--- config.mk ---
export PLATFORM = sky130hd
export DESIGN_NAME = bank_loader
export DESIGN_NICKNAME = d
export VERILOG_FILES = /design/src/rtl/bank_loader.sv
export SDC_FILE = /design/constraint.sdc
export NUM_CORES = 1
export LEC_CHECK = 0
export BUFFER_PORTS_ARGS = -buffer_cell sky130_fd_sc_hd__buf_4
export CORE_MARGIN = 1.5
export CORE_UTILIZATION = 53
export CTS_BUF_LIST = sky130_fd_sc_hd__clkbuf_8 sky130_fd_sc_hd__clkbuf_16
export CTS_CLUSTER_SIZE = 20
export DETAILED_ROUTE_END_ITERATION = 12
export PLACE_DENSITY_LB_ADDON = 0.1
export SLEW_MARGIN = 20
export SYNTH_ARGS = -nofsm -noshare
export SYNTH_HDL_FRONTEND = slang
export SYNTH_SLANG_ARGS = --single-unit
--- constraint.sdc ---
create_clock -name clk -period 1.85 [get_ports clk]
set_input_delay 0.37 -clock clk [delete_from_list [all_inputs] [get_ports clk]]
set_output_delay 0.37 -clock clk [all_outputs]
set_load 0.02 [all_outputs]
--- src/rtl/bank_loader.sv ---
// ---------------------------------------------------------------------------
// bank_loader
//
// Accepts a polynomial of N coefficients streamed in index order, reduces
// each coefficient once modulo Q and writes it into four interleaved
// coefficient banks. Coefficient idx goes to bank idx[1:0] at address
// idx[log2(N)-1:2]. When the last coefficient has been written, the block
// pulses start_ntt once to launch the downstream NTT stage. It then waits for
// that stage to report completion before it accepts another load.
//
// Parameters
//   DATA_W  coefficient width
//   Q       modulus (must be below 2^DATA_W)
//   N       polynomial length (multiple of 4)
//   ADDR_W  bank address width, log2(N/4)
//
// Ports
//   clk        sole clock, rising edge
//   rst        asynchronous active-high reset
//   load_req   single-cycle request to start loading (honoured only in IDLE)
//   in_valid   in_data is valid this cycle
//   in_data    coefficient value, streamed in index order
//   in_ready   high exactly while loading
//   wr_en      one-hot bank write enable (bit b -> bank b)
//   wr_addr    bank write address, shared by all banks
//   wr_data    reduced coefficient, shared by all banks
//   start_ntt  one-cycle launch pulse for the NTT stage
//   ntt_done   level from the NTT stage, high when the transform is complete
//   busy       high whenever the block is not idle
//   range_err  sticky flag: some coefficient of this load was >= 2Q
// ---------------------------------------------------------------------------
module bank_loader #(
  parameter int DATA_W = 12,
  parameter int Q      = 3329,
  parameter int N      = 256,
  parameter int ADDR_W = 6
) (
  input  logic              clk,
  input  logic              rst,
  input  logic              load_req,
  input  logic              in_valid,
  input  logic [DATA_W-1:0] in_data,
  output logic              in_ready,
  output logic [3:0]        wr_en,
  output logic [ADDR_W-1:0] wr_addr,
  output logic [DATA_W-1:0] wr_data,
  output logic              start_ntt,
  input  logic              ntt_done,
  output logic              busy,
  output logic              range_err
);

  // The index counter covers the whole polynomial. Its two low bits select
  // the bank and the remaining bits form the bank address.
  localparam int IDX_W = ADDR_W + 2;

  localparam logic [IDX_W-1:0]  IDX_LAST = IDX_W'(N - 1);
  localparam logic [DATA_W-1:0] Q_W      = DATA_W'(Q);
  // 2Q can exceed DATA_W bits, so the range check uses one extra bit.
  localparam logic [DATA_W:0]   Q2_W     = (DATA_W + 1)'(2 * Q);

  localparam logic [2:0] S_IDLE     = 3'd0;
  localparam logic [2:0] S_LOAD     = 3'd1;
  localparam logic [2:0] S_FLUSH    = 3'd2;
  localparam logic [2:0] S_START    = 3'd3;
  localparam logic [2:0] S_WAIT_NTT = 3'd4;

  logic [2:0]        state;
  logic [2:0]        state_next;
  logic [IDX_W-1:0]  idx;
  logic              transfer;
  logic              last_transfer;
  logic              load_start;
  logic              over_q;
  logic              over_2q;
  logic [DATA_W-1:0] reduced;

  // Handshake and status outputs depend on the state register alone. This
  // keeps in_ready free of any combinational path from the inputs, and every
  // one of them drops to 0 as soon as reset forces the state to IDLE.
  assign in_ready  = (state == S_LOAD);
  assign busy      = (state != S_IDLE);
  assign start_ntt = (state == S_START);

  assign transfer      = in_valid & in_ready;
  assign last_transfer = transfer && (idx == IDX_LAST);
  assign load_start    = (state == S_IDLE) && load_req;

  // A single conditional subtraction is the whole reduction. Inputs at or
  // above 2Q cannot be fully reduced this way. They are still written
  // (reduced once) and flagged through range_err.
  assign over_q  = (in_data >= Q_W);
  assign over_2q = ({1'b0, in_data} >= Q2_W);
  assign reduced = over_q ? (in_data - Q_W) : in_data;

  // Next-state logic.
  // - Loading ends on the transfer of the last index.
  // - FLUSH is the one cycle in which the final registered write appears.
  // - START issues the launch pulse.
  // - WAIT_NTT holds until the NTT stage reports done. If ntt_done is
  //   already high on entry, the block leaves after one cycle.
  // A load_req seen outside IDLE is ignored.
  always_comb begin
    state_next = state;
    case (state)
      S_IDLE:     if (load_req) state_next = S_LOAD;
      S_LOAD:     if (last_transfer) state_next = S_FLUSH;
      S_FLUSH:    state_next = S_START;
      S_START:    state_next = S_WAIT_NTT;
      S_WAIT_NTT: if (ntt_done) state_next = S_IDLE;
      default:    state_next = S_IDLE;
    endcase
  end

  // State register. Reset abandons any partial load immediately.
  always_ff @(posedge clk or posedge rst) begin
    if (rst) begin
      state <= S_IDLE;
    end else begin
      state <= state_next;
    end
  end

  // Index counter.
  // - It restarts at 0 whenever a load begins.
  // - It advances only on an accepted transfer, so gaps in in_valid stall it.
  // - After the last index it wraps to 0 naturally.
  always_ff @(posedge clk or posedge rst) begin
    if (rst) begin
      idx <= '0;
    end else if (load_start) begin
      idx <= '0;
    end else if (transfer) begin
      idx <= idx + IDX_W'(1);
    end
  end

  // Bank write port, registered one cycle behind the transfer.
  // - wr_en is rebuilt every cycle, so it is zero whenever no write is pending.
  // - Address and data only change on a transfer. They hold their last
  //   values otherwise.
  always_ff @(posedge clk or posedge rst) begin
    if (rst) begin
      wr_en   <= 4'b0000;
      wr_addr <= '0;
      wr_data <= '0;
    end else begin
      wr_en <= transfer ? (4'b0001 << idx[1:0]) : 4'b0000;
      if (transfer) begin
        wr_addr <= idx[IDX_W-1:2];
        wr_data <= reduced;
      end
    end
  end

  // Out-of-range flag. It is set by any accepted coefficient >= 2Q and stays
  // set for the rest of the load. It clears only when the next load begins,
  // so software can read it after the transform has finished.
  always_ff @(posedge clk or posedge rst) begin
    if (rst) begin
      range_err <= 1'b0;
    end else if (load_start) begin
      range_err <= 1'b0;
    end else if (transfer && over_2q) begin
      range_err <= 1'b1;
    end
  end

endmodule

# Word-level counts from Yosys, hierarchy flattened
# Cells that the tools add are included.
[word_totals]
in_bits = 17
reg_bits = 34
[classes]
n_reduce_logical = 8
bitwise = 1
shift = 1
n_mux = 10
order_cmp = 2
n_addsub = 2
n_eq_ne = 8
[op_table]
columns = ["cell", "count"]
rows = [
  ["8-bit 2-to-1 mux", 2],
  ["3-bit case mux with 5 select lines", 1],
  ["12-bit by 13-bit greater-or-equal comparator with 1-bit output (second input constant)", 1],
  ["12-bit greater-or-equal comparator (second input constant)", 1],
  ["12-bit 2-to-1 mux", 1],
  ["12-bit subtractor (second input constant)", 1],
  ["3-bit 2-to-1 mux", 3],
  ["8-bit by 1-bit adder with 8-bit output (second input constant)", 1],
  ["8-bit equality test (second input constant)", 1],
  ["3-bit by 2-bit equality test with 1-bit output (second input constant)", 2],
  ["4-bit 2-to-1 mux", 1],
  ["2-bit inequality test (second input constant)", 2],
  ["2-bit nonzero test", 2],
  ["1-bit by 2-bit left shift with 4-bit output (first input constant)", 1],
  ["3-bit by 1-bit equality test with 1-bit output (second input constant)", 1],
  ["3-bit equality test (second input constant)", 1],
  ["1-bit logical AND", 3],
  ["3-bit zero test", 1],
  ["3-bit AND reduction", 1],
  ["3-bit nonzero test", 1],
  ["1-bit 2-to-1 mux", 2],
  ["2-bit by 1-bit inequality test with 1-bit output (second input constant)", 1],
  ["1-bit bitwise AND", 1],
]

# Depth between registers and ports, before layout
[logic_depth]
ltp_word = 5
depth_mapped = 7
mapped_depth_nobuf = 6

# Worst setup path before layout
# OpenSTA, ideal clock, no wires.
[synth_path]
path_type = "input to register"
from = "in in_data[4]"
to = "reg wr_data[7]"
path_buffers = 0
slack_ns = -0.114
t_arrival_ns = 1.882
setup_time_ns = 0.082
required_ns = 1.768
stages = 4
path_cell_list = "or3_4 -> or4_4 -> or4b_1 -> a31oi_1"
[synth_between]
elab_chain_len = 2
elab_cells_between_ends = 3
cone_classes = "add/sub (1); order compare (1); mux (1)"
[synth_lines]
columns = ["element", "line", "rtl"]
rows = [
  ["from (decl)", "42", "input logic [DATA_W-1:0] in_data,"],
  ["12-bit subtractor or 12-bit greater-or-equal comparator (tied branches)", "94, 92", ""],
  ["12-bit 2-to-1 mux (*)", "94", "assign reduced = over_q ? (in_data - Q_W) : in_data;"],
  ["to (signal assigned)", "151", "wr_data <= reduced;"],
  ["to (decl)", "46", "output logic [DATA_W-1:0] wr_data,"],
]
# Mark *: on every way between the ends. The rest lies on a longest branch, timed or not.
# A chain may end at the register's enable or synchronous reset.

# Worst setup path after layout
# Same ends and word-level chain as after synthesis.

==> impl_metrics.tcl <==
set metrics [dict create \
    yosys.area_share.simple 0.290 \
    cts_htree_levels 2 \
    synthAdderAreaFrac 0.0419 \
    mostFrequentLayoutCell "buf_4" \
    cp.arrival_ns 2.06 \
    nets 276 \
    relSlewSlack 0.680 \
    vdd_drop_max_v 0.000710 \
    crit_fanout 3 \
    detail_route.wl_per_cell_um 14.6 \
    multi_input_area_sq_um 907 \
    ys_warn_count 0 \
    clock_latency_ns 0.29 \
    fin_skew_ns 0.00846 \
    rows 20 \
    drv_slew 0 \
    start_util 0.573 \
    ant_nets 0 \
    place_hpwl_um 3180 \
    core-area_sq_um 3130 \
    path_buf_inv 1 \
    violations "setup timing" \
    setup_viol 1 \
    crit_path_end_kind "register" \
    nFillCells 228 \
    fp.dieH_um 61.2 \
    yosysUniqueCellTypes 44 \
    grt_max_degree 35 \
    first_pass_iters 4 \
    finalPower_w 0.00292 \
    drtIter0Drc 117 \
    cts_root_buf "clkbuf_8" \
    maxCapViolCount 0 \
    gp_congestion 0.867 \
    numCtsBuffers 5 \
    period_needed_ns 1.85 \
    post_cts_buffers 0 \
    worstMarginPinSlew_ns 0.468 \
    clock_sinks 34 \
    synth_seq_cells 34 \
    yosysSeqAreaShare 0.475 \
    hold_violations 0 \
    critPathTopFamily "simple AND/OR/NAND/NOR gates" \
    async_flop_share 1.00 \
    synth_area_sq_um 1790 \
    dieWidth_um 61.2 \
    cp_slowest_stage_delay_ns 0.53 \
    synth_nets 218 \
    fmaxAchievable_ghz 0.539 \
    min-delay-path-class "input port to async pin" \
    synth_ff_type "dfrtp_1" \
    synth_xor_area_frac 0.0342 \
    startpoint "in_data[4]" \
    start_kind "input port" \
    grtUsageTotal 0.256 \
    antennaDiodeCount 0 \
    antenna_found_initial 0 \
    grt_pass1_vias 1606 \
    regArea_sq_um 851 \
    fin_crit_sh 1.00 \
    areaGrowthSynthToFinish_pct 33.7 \
    postLayoutSetupSlackWorst_ns -0.00470 \
    cts.clk_slew.worst_paths_ns 0.07 \
    syn_inst 195 \
    synth_top_family_by_area "simple AND/OR/NAND/NOR gates" \
    remaining_drc_errors 0 \
    p_leak_nw 1.16 \
    cts_tree "done" \
    routed_wl_um 4340 \
    ctsResizeCount 0 \
    finalSetupTns_ns -0.00470 \
    synth_compound_area_frac 0.121 \
    whs_ns 0.174 \
    reg2reg_from "state[1]" \
    path_cells "buf_4 > or3_4 > or4_4 > or4b_4 > a31oi_1" \
    ios 43 \
    path_class "input port to register" \
    powerDensity_nw_per_um2 1220 \
    final_cell_mix "buf_4 (59), dfrtp_1 (34), nand2_1 (31)" \
    dieArea_sq_um 3740 \
    status "finished, violations left" \
    grt_pass1_wl_um 6950 \
    synth_edf_count 0 \
    crit_slowest_cell "or4_4" \
    cts_buffer_depth 2 \
    syn_area_per_cell_sq_um 9.19 \
    rsz0062_at_grt "true" \
    grt-ovfl-total 0 \
    critical_path_required_ns 2.05 \
    synth_mux_area_frac 0.00558 \
    dr_total_vias 1676 \
    cts_hold_buf 0 \
    portBuffers 42 \
    vias_per_cell 5.62 \
    drive_above_1_share 0.307 \
]
==> tightest hold or removal path, cell delays in order <==
cell	delay (ns)
buf_4	0.10
inv_1	0.04
buf_4	0.37
==> cells in the mapped netlist, types with 2 or more instances <==
| master | number | share of area |
|---|---|---|
| and2_1 | 4 | 0.014 |
| dfrtp_1 | 34 | 0.47 |
| a21oi_1 | 9 | 0.025 |
| nand4_1 | 5 | 0.017 |
| nand3_1 | 6 | 0.017 |
| a22oi_1 | 2 | 0.0084 |
| and3b_1 | 2 | 0.0098 |
| ha_1 | 6 | 0.042 |
| a21o_1 | 2 | 0.0084 |
| nor2b_1 | 3 | 0.010 |
| xnor2_1 | 4 | 0.020 |
| nor2_1 | 15 | 0.031 |
| nand2_1 | 31 | 0.065 |
| clkbuf_1 | 9 | 0.019 |
| inv_1 | 7 | 0.015 |
| nor4b_1 | 2 | 0.0098 |
| and3_1 | 3 | 0.010 |
| or2_2 | 2 | 0.0070 |
| xor2_1 | 3 | 0.015 |
| a31oi_1 | 5 | 0.017 |
| nor3_1 | 4 | 0.011 |
| nor4_1 | 2 | 0.0070 |
| o21ai_0 | 9 | 0.025 |
| o31ai_1 | 3 | 0.013 |
| or3_1 | 4 | 0.014 |
==> layer usage <==
layer,part of all wire,GRT usage
met2,0.52,0.465
met4,0.016,0.118
met3,0.050,0.0588
met1,0.41,0.280
met5,0,0
==> flip-flops by register name (all words and copies together) (netlist names) <==
name and cells:
state 3, wr_data 12, range_err 1, wr_addr 6, wr_en 4, idx 8
==> layout make-up <==
class                   count  share of cell area
multi-input cells         145               0.378
flip-flops and latches     34               0.355
repair buffers             60               0.193
clock buffers               6              0.0344
well taps                  44              0.0230
inverters                   7              0.0110
clock inverters             2             0.00522
==> path summary, 6_finish.rpt <==
| path | endpoint | slack, ns | depth (start not counted) |
|---|---|---|---|
| max in group asynchronous | state[0] | 1.37 | 3 |
| min reg2reg | wr_addr[5] | 0.48 | 2 |
| max | wr_data[7] | -0.005 | 5 |
| min | wr_data[6] | 0.17 | 3 |
| max reg2reg | idx[3] | 0.18 | 4 |
| min in group clk | wr_data[11] | 0.36 | 3 |
==> kinds of logic after synthesis <==
logic type | count (synthesis)
flops | 34
simple gates | 96
fa+ha+maj | 6
buf+inv | 16
compound gates | 35
xor+xnor | 7
mux | 1
==> power breakdown <==
| group | switching [W] | internal (W) | total, W |
|---|---|---|---|
| Clock | 0.000281 | 0.000299 | 0.000580 |
| Sequential | 0.000182 | 0.000943 | 0.00112 |
| Combinational | 0.000676 | 0.000543 | 0.00122 |
==> stage by stage <==
| stage | cells | instance area (sq um) | utilization | setup WS, ns |
|---|---|---|---|---|
| after floorplan | 195 | 1800 | - | -0.0816 |
| after global placement | 290 | 2300 | 0.735 | -0.207 |
| after detailed placement | 290 | 2300 | 0.735 | -0.282 |
| after CTS | 298 | 2390 | 0.765 | 0.0217 |
| after global routing | 298 | 2400 | 0.766 | -0.0463 |
| final | 298 | 2400 | 0.766 | -0.00470 |
No activity file was read; power rests on OpenSTA's default activity.
